`config.mk`:
```
export PLATFORM = sky130hd
export DESIGN_NAME = change_dispenser_flat
export DESIGN_NICKNAME = d
export VERILOG_FILES = /design/src/rtl/change_if.sv /design/src/rtl/change_dispenser.sv /design/src/flat_wrapper.sv
export SDC_FILE = /design/constraint.sdc
export NUM_CORES = 1
export LEC_CHECK = 0
export BUFFER_PORTS_ARGS = -buffer_cell sky130_fd_sc_hd__buf_2
export CAP_MARGIN = 20
export CORE_AREA = 4 4 56 58
export CTS_BUF_LIST = sky130_fd_sc_hd__clkbuf_8
export DETAILED_ROUTE_END_ITERATION = 8
export DIE_AREA = 0 0 60 62
export PLACE_DENSITY_LB_ADDON = 0.3
export SLEW_MARGIN = 20
export SYNTH_ARGS = -nofsm -noshare
export SYNTH_HDL_FRONTEND = slang
export SYNTH_SLANG_ARGS = --single-unit
```
`constraint.sdc`:
```
create_clock -name clk -period 2.3 [get_ports clk]
set_input_delay 0.23 -clock clk [delete_from_list [all_inputs] [get_ports clk]]
set_output_delay 0.23 -clock clk [all_outputs]
set_load 0.02 [all_outputs]
```
`src/rtl/change_if.sv`:
```
// Change-request handshake between the vending controller and the change dispenser.
interface change_if #(
  parameter int unsigned CNT_W = 5
) ();
  logic             change_valid;
  logic [CNT_W-1:0] change_coins;
  logic             ready;

  // Upstream side: presents a request and holds it until accepted
  modport master (output change_valid, output change_coins, input ready);
  // Dispenser side: accepts the request when ready is high
  modport slave  (input change_valid, input change_coins, output ready);
endinterface

```
`src/rtl/change_dispenser.sv`:
```
// Coin-hopper driver: pays out a requested coin count one coin at a time,
// confirming each coin on the exit sensor and latching a fault on a jam or empty hopper.
module change_dispenser #(
  parameter int unsigned CNT_W          = 5,
  parameter int unsigned PULSE_CYCLES   = 4,
  parameter int unsigned TIMEOUT_CYCLES = 16,
  parameter int unsigned GAP_CYCLES     = 2
) (
  input  logic             clk,
  input  logic             rst,
  change_if.slave          req,
  input  logic             coin_sense,
  input  logic             fault_clr,
  output logic             motor_en,
  output logic [CNT_W-1:0] coins_left,
  output logic             done,
  output logic             fault
);

  localparam int unsigned MAX_A = (PULSE_CYCLES > TIMEOUT_CYCLES) ? PULSE_CYCLES : TIMEOUT_CYCLES;
  localparam int unsigned MAX_C = (MAX_A > GAP_CYCLES) ? MAX_A : GAP_CYCLES;
  localparam int unsigned CW    = (MAX_C > 1) ? $clog2(MAX_C) : 1;

  typedef enum logic [2:0] {
    IDLE       = 3'd0,
    PULSE      = 3'd1,
    WAIT_SENSE = 3'd2,
    GAP        = 3'd3,
    FAULT      = 3'd4
  } state_t;

  state_t           state, state_nx;
  logic [CW-1:0]    cnt, cnt_nx;
  logic             sensed, sensed_nx;
  logic [CNT_W-1:0] coins_nx;
  logic             done_nx;
  logic             ready_q;

  assign req.ready = ready_q;

  // Next-state, counter and coin bookkeeping
  always_comb begin
    state_nx  = state;
    cnt_nx    = cnt;
    sensed_nx = sensed;
    coins_nx  = coins_left;
    done_nx   = 1'b0;
    case (state)
      IDLE: begin
        if (req.change_valid && ready_q) begin
          if (req.change_coins == '0) begin
            done_nx = 1'b1;
          end else begin
            coins_nx  = CNT_W'(req.change_coins);
            state_nx  = PULSE;
            cnt_nx    = '0;
            sensed_nx = 1'b0;
          end
        end
      end
      PULSE: begin
        // A coin seen mid-pulse is counted now; the pulse still runs to full length
        if (coin_sense && !sensed && (coins_left != '0)) begin
          coins_nx  = coins_left - CNT_W'(1);
          sensed_nx = 1'b1;
        end
        if (cnt == CW'(PULSE_CYCLES - 1)) begin
          cnt_nx = '0;
          if (sensed_nx) begin
            if (coins_nx == '0) begin
              state_nx = IDLE;
              done_nx  = 1'b1;
            end else begin
              state_nx = GAP;
            end
          end else begin
            state_nx = WAIT_SENSE;
          end
        end else begin
          cnt_nx = cnt + CW'(1);
        end
      end
      WAIT_SENSE: begin
        if (coin_sense && (coins_left != '0)) begin
          coins_nx  = coins_left - CNT_W'(1);
          sensed_nx = 1'b1;
          cnt_nx    = '0;
          if (coins_nx == '0) begin
            state_nx = IDLE;
            done_nx  = 1'b1;
          end else begin
            state_nx = GAP;
          end
        end else if (cnt == CW'(TIMEOUT_CYCLES - 1)) begin
          state_nx = FAULT;
          cnt_nx   = '0;
        end else begin
          cnt_nx = cnt + CW'(1);
        end
      end
      GAP: begin
        if (cnt == CW'(GAP_CYCLES - 1)) begin
          state_nx  = PULSE;
          cnt_nx    = '0;
          sensed_nx = 1'b0;
        end else begin
          cnt_nx = cnt + CW'(1);
        end
      end
      FAULT: begin
        // Unpaid count is held for inspection until the fault is cleared
        if (fault_clr) begin
          state_nx = IDLE;
          coins_nx = '0;
        end
      end
      default: begin
        state_nx = IDLE;
        cnt_nx   = '0;
        coins_nx = '0;
      end
    endcase
  end

  // State, counters and registered outputs
  always_ff @(posedge clk or negedge rst) begin
    if (!rst) begin
      state      <= IDLE;
      cnt        <= '0;
      sensed     <= 1'b0;
      coins_left <= '0;
      done       <= 1'b0;
      ready_q    <= 1'b1;
      motor_en   <= 1'b0;
      fault      <= 1'b0;
    end else begin
      state      <= state_nx;
      cnt        <= cnt_nx;
      sensed     <= sensed_nx;
      coins_left <= coins_nx;
      done       <= done_nx;
      ready_q    <= (state_nx == IDLE);
      motor_en   <= (state_nx == PULSE);
      fault      <= (state_nx == FAULT);
    end
  end

endmodule

```
`src/flat_wrapper.sv`:
```
// flat-port wrapper written by rule: the top's interface ports become plain ports
module change_dispenser_flat 
#(
  parameter int unsigned CNT_W          = 5,
  parameter int unsigned PULSE_CYCLES   = 4,
  parameter int unsigned TIMEOUT_CYCLES = 16,
  parameter int unsigned GAP_CYCLES     = 2
)
  (clk, rst, coin_sense, fault_clr, motor_en, coins_left, done, fault, req_change_valid, req_change_coins, req_ready);
  change_if #(.CNT_W(CNT_W)) req_i ();
  input  logic clk;
  input  logic rst;
  input  logic coin_sense;
  input  logic fault_clr;
  output logic motor_en;
  output logic [CNT_W-1:0] coins_left;
  output logic done;
  output logic fault;
  input wire logic [$bits(req_i.change_valid)-1:0] req_change_valid;
  input wire logic [$bits(req_i.change_coins)-1:0] req_change_coins;
  output wire logic [$bits(req_i.ready)-1:0] req_ready;
  assign req_i.change_valid = req_change_valid;
  assign req_i.change_coins = req_change_coins;
  assign req_ready = req_i.ready;
  change_dispenser #(.CNT_W(CNT_W), .PULSE_CYCLES(PULSE_CYCLES), .TIMEOUT_CYCLES(TIMEOUT_CYCLES), .GAP_CYCLES(GAP_CYCLES)) u_core (.clk(clk), .rst(rst), .req(req_i), .coin_sense(coin_sense), .fault_clr(fault_clr), .motor_en(motor_en), .coins_left(coins_left), .done(done), .fault(fault));
endmodule
```
# Yosys cells after proc, flatten, opt, wreduce, memory -nomap -nowiden
# Cells that the tools add are included.
# W data, S select, Z words.
dict set report word_totals {
  register_bits 17
  output_inout_bits 9
}
dict set report classes {
  add_sub_neg 2
  eq_ne 14
  n_mux 40
  bitwise 2
  n_reduce_logical 15
}
# operator count
set op_table {}
lappend op_table {{$mux W5} 6}
lappend op_table {{$pmux W5 S5} 1}
lappend op_table {{$mux W4} 6}
lappend op_table {{$mux W3} 7}
lappend op_table {{$pmux W4 S5} 1}
lappend op_table {{$logic_not A5 Y1} 3}
lappend op_table {{$pmux W3 S5} 1}
lappend op_table {{$mux W1} 13}
lappend op_table {{$reduce_and A5 Y1} 2}
lappend op_table {{$eq A3 B1 Y1 const B} 2}
lappend op_table {{$eq A3 B2 Y1 const B} 2}
lappend op_table {{$eq A3 B3 Y1 const B} 2}
lappend op_table {{$logic_not A3 Y1} 2}
lappend op_table {{$mux W2} 3}
lappend op_table {{$ne A2 B1 Y1 const B} 3}
lappend op_table {{$reduce_bool A5 Y1} 1}
lappend op_table {{$sub A5 B1 Y5 const B} 1}
lappend op_table {{$add A4 B1 Y4 const B} 1}
lappend op_table {{$eq A4 B1 Y1 const B} 1}
lappend op_table {{$eq A4 B2 Y1 const B} 1}
lappend op_table {{$eq A4 B4 Y1 const B} 1}
lappend op_table {{$logic_and A1 B1 Y1} 4}
lappend op_table {{$ne A2 B2 Y1 const B} 2}
lappend op_table {{$pmux W1 S4} 1}
lappend op_table {{other kinds (5)} 6}

# Longest topological paths before layout
dict set report logic_depth {
  ltp_word 11
  ltp_mapped 9
  ltp_nobuf 8
}

# Worst setup path before layout
# No wires, ideal clock.
dict set report synth_path {
  path_kind {register to register}
  start {reg u_core.coins_left[0]}
  end {reg u_core.motor_en}
  t_arrival_ns 2.265
  required_ns 2.176
  slack_ns -0.089
  path_stages_with_launch 9
  n_path_buf 0
  synth_period_minus_slack_ns 2.389
  cell_sequence {dfrtp_1 > inv_1 > ha_1 > or4b_4 > a2111oi_2 > o211ai_1 > a221oi_2 > o21ai_2 > nor3b_1}
}
dict set report synth_between {
  elab_chain_len 10
  word_cells_on_any_way 17
}
# element line
set synth_lines {}
lappend synth_lines {{from (decl)} change_dispenser.sv:15} ;# output logic [CNT_W-1:0] coins_left,
lappend synth_lines {{from (signal assigned)} change_dispenser.sv:140} ;# coins_left <= coins_nx;
lappend synth_lines {{parallel branches: the longest is 8 deep, another holds $sub A5 B1 Y5} -}
lappend synth_lines {{$pmux W3 S5 *} change_dispenser.sv:48} ;# case (state)
lappend synth_lines {{via u_core.state_nx[0]} change_dispenser.sv:32} ;# state_t state, state_nx;
lappend synth_lines {{$eq A3 B1 Y1 *} change_dispenser.sv:143} ;# motor_en <= (state_nx == PULSE);
lappend synth_lines {{to (signal assigned)} change_dispenser.sv:143}
lappend synth_lines {{to (decl)} change_dispenser.sv:14} ;# output logic motor_en,
# Mark *: on every way through the listed nets, which the timed path passes. The select of a mux whose other input is x is not followed.
# A chain may end at the register's enable or synchronous reset.

# Worst setup path after layout
dict set report layout_path {
  start {reg u_core.coins_left[1]}
  end {reg u_core.motor_en}
}
# Same word-level chain as after synthesis.

==> results.ini <==
[timing]
min_period_ns=2.33
slew_violations=0
worst_pin_slew_ns=0.471
final_hold_viol_count=0
setup-violations-final=1
clock_skew_ns=0.00220
period_share_pct=101
slew_headroom_pct=68.4
setup_ws_ns=-0.0311
worst_hold_slack_ns=0.308
rsz0062_at_grt=true
fmaxAchievable_mhz=429

[layout]
drive_gt1_share_pct=25.9
diodes=0
fill_cells=235
nets=208
fin_cells=224
area_growth_pct=20.1

[drt]
wire_per_inst_um=17.6
drt-pass1-iter-count=4
drc=0
drt_iter0_drc=78
antenna_left=0
drt-total-wl_um=3940
vias=1425
via_per_inst=6.36

[logic_synthesis]
ys_seq_elements=17
ys_seq_area_share_pct=31.2
ys.flop_type=dfrtp_1
async_reset_ff_share_pct=100
avgSynthCellArea_um2=8.04
netlist-cell-type-count=53
synth_commonest_cells=16 x dfrtp_1, 16 x nand2_1, 14 x a21oi_1, 14 x nor2_1
ys_warn_count=0
synth_top_area_share_pct=29.3
synthCells=170
synth_edf_count=0
synth_nets=184
syn_area_mm2=0.00137
synth.largest_area_cell=dfrtp_1
synth.area.top_cells=dfrtp_1 29%, a21oi_1 5.1%, nand2_1 4.4%, nor2_1 3.8%, ha_1 3.7%

[worst_setup_path]
worst-r2r-setup-slack_ns=-0.03
crit_fanout=3
critical_path_class=reg -> reg
r2r_cells=8
arrival_ns=2.48
regToRegEndpoint=u_core.motor_en
regToRegStartpoint=u_core.coins_left[1]
cp-end-kind=flip-flop
worstPathRequired_ns=2.44
worstSetupStartpoint=u_core.coins_left[1]
cp-start-kind=flip-flop

[worst_hold_path]
min_from=req_change_coins[4]
min_to=u_core.coins_left[4]
hp-class=in -> reg
hold_depth=3

[global_routing]
track_usage_pct=22.9
grt_pass1_wl_um=6300
use_met1_pct=28.3
use_met3_pct=6.40
grt_pass1_vias=1307
grt_max_degree=19
grt.busiest_layer=met2
antenna_found_initial=0
grtUsageMet2_pct=36.4
grt-ovfl-total=0

[clock_tree]
clk_latency_ns=0.26
cts_buffer_depth=2
cts_root_buf=clkbuf_8
clkTransAtPathRegs_ns=0.07
cts.sinks=17
cts_tree=yes
cts_buffers=3
htreeDepth=1

[power]
p_per_area_mw_per_mm2=1360
leakagePower_nw=0.710
ir_drop_mv=0.990

[place]
place_congestion=0.985
dp.cells=217
numPortBuffers=18
post-dp-hpwl_um=2820

[floorplan]
core-area_mm2=0.00266
rows=19
die_x_um=60
die_h_um=62
start_util_pct=51.3
pin_count=19
die_area_mm2=0.00372

[run]
maxCapViolCount=0

[run_status]
status=finished, violations left
violations=setup timing

## cells in the final DEF (no fill, tap or decap), drive strengths merged, types with 3 or more instances in the layout
cell type,instances
o21ai,14
xnor2,3
ha,4
a21oi,14
o22ai,3
nor2b,3
dfrtp,16
nand2b,3
nor3,7
or3b,3
mux2i,3
and3,4
clkbuf,3
buf,29
nand3,3
inv,9
nand2,16
nor2,14
## report_power, final
part / switching (mW) / leakage [nW] / internal, mW
Sequential: 0.102 / 0.212 / 0.415
Combinational: 0.871 / 0.476 / 0.605
Clock: 0.113 / 0.0217 / 0.122
Total: 1.09 / 0.710 / 1.14
## what timing repair did
item | 4_1_cts | 5_1_grt
hold buffers | 1 | 0
pin swaps | 3 | 2
endpoints found under the setup margin | 2 | 9
setup buffers | 2 | 0
hold endpoints to repair | 16 | 0
resized for setup | 5 | 4
## registers in the layout, summed over array words and instances, names as in the netlist
signal             flops
u_core.cnt             4
u_core.sensed          1
u_core.coins_left      5
u_core.motor_en        1
u_core.fault           1
u_core.state           3
u_core.done            1
u_core.req.ready       1
## how the worst max path moves through the flow
stage	slack [ns]	depth (start not counted)	to
floorplan	0.004	8	u_core.motor_en
global placement	0.09	8	u_core.motor_en
detailed placement	-0.05	8	u_core.motor_en
CTS	0.01	8	u_core.motor_en
global route	-0.13	8	u_core.motor_en
finish	-0.03	8	u_core.motor_en
## critical path: stages (launching register included)
cell	delay (ns)
dfrtp_2	0.41
inv_2	0.08
ha_4	0.14
or4b_4	0.48
a2111oi_4	0.30
o211ai_1	0.17
a221oi_2	0.34
o21ai_2	0.13
nor3b_1	0.16
## cell families (layout without fill, tap and decap cells)
| logic type | after synthesis | in the layout | synth area share (%) |
|---|---|---|---|
| AO/OA/AOI/OAI | 56 | 56 | 28.4 |
| XOR/XNOR | 3 | 3 | 1.92 |
| adder cells (fa/ha/maj) | 4 | 4 | 3.66 |
| buffers and inverters | 20 | 43 | 5.59 |
| flip-flops | 17 | 17 | 31.2 |
| multiplexers | 3 | 3 | 2.20 |
| AND/OR/NAND/NOR | 67 | 67 | 27.0 |
## layout make-up
class	instances	area, um2	share of cell area [%]
multi-input cells	133	907	55.3
flip-flops and latches	17	429	26.2
repair buffers	30	183	11.1
clock buffers	3	41.3	2.52
well taps	31	38.8	2.36
inverters	9	33.8	2.06
clock inverters	1	7.51	0.458
## stage by stage
stage	TNS, ns	setup WS (ns)	utilization, %	cell area (um2)	power (mW)
3_3_place_gp	0	0.0899	57.2	1520	1.79
5_1_grt	-0.180	-0.131	61.6	1640	2.39
4_1_cts	0	0.0104	60.8	1620	2.15
3_5_place_dp	-0.0715	-0.0530	57.2	1520	1.85
2_1_floorplan	0	0.00413	-	1370	1.48
6_report	-0.0311	-0.0311	61.6	1640	2.23
## routing by layer
layer	up-vias	share of wire, %
met1	649	40
li1	677	-
met2	78	47
met5	-	0
met3	21	8.7
met4	0	4.3
(Power assumes the default switching activity.)
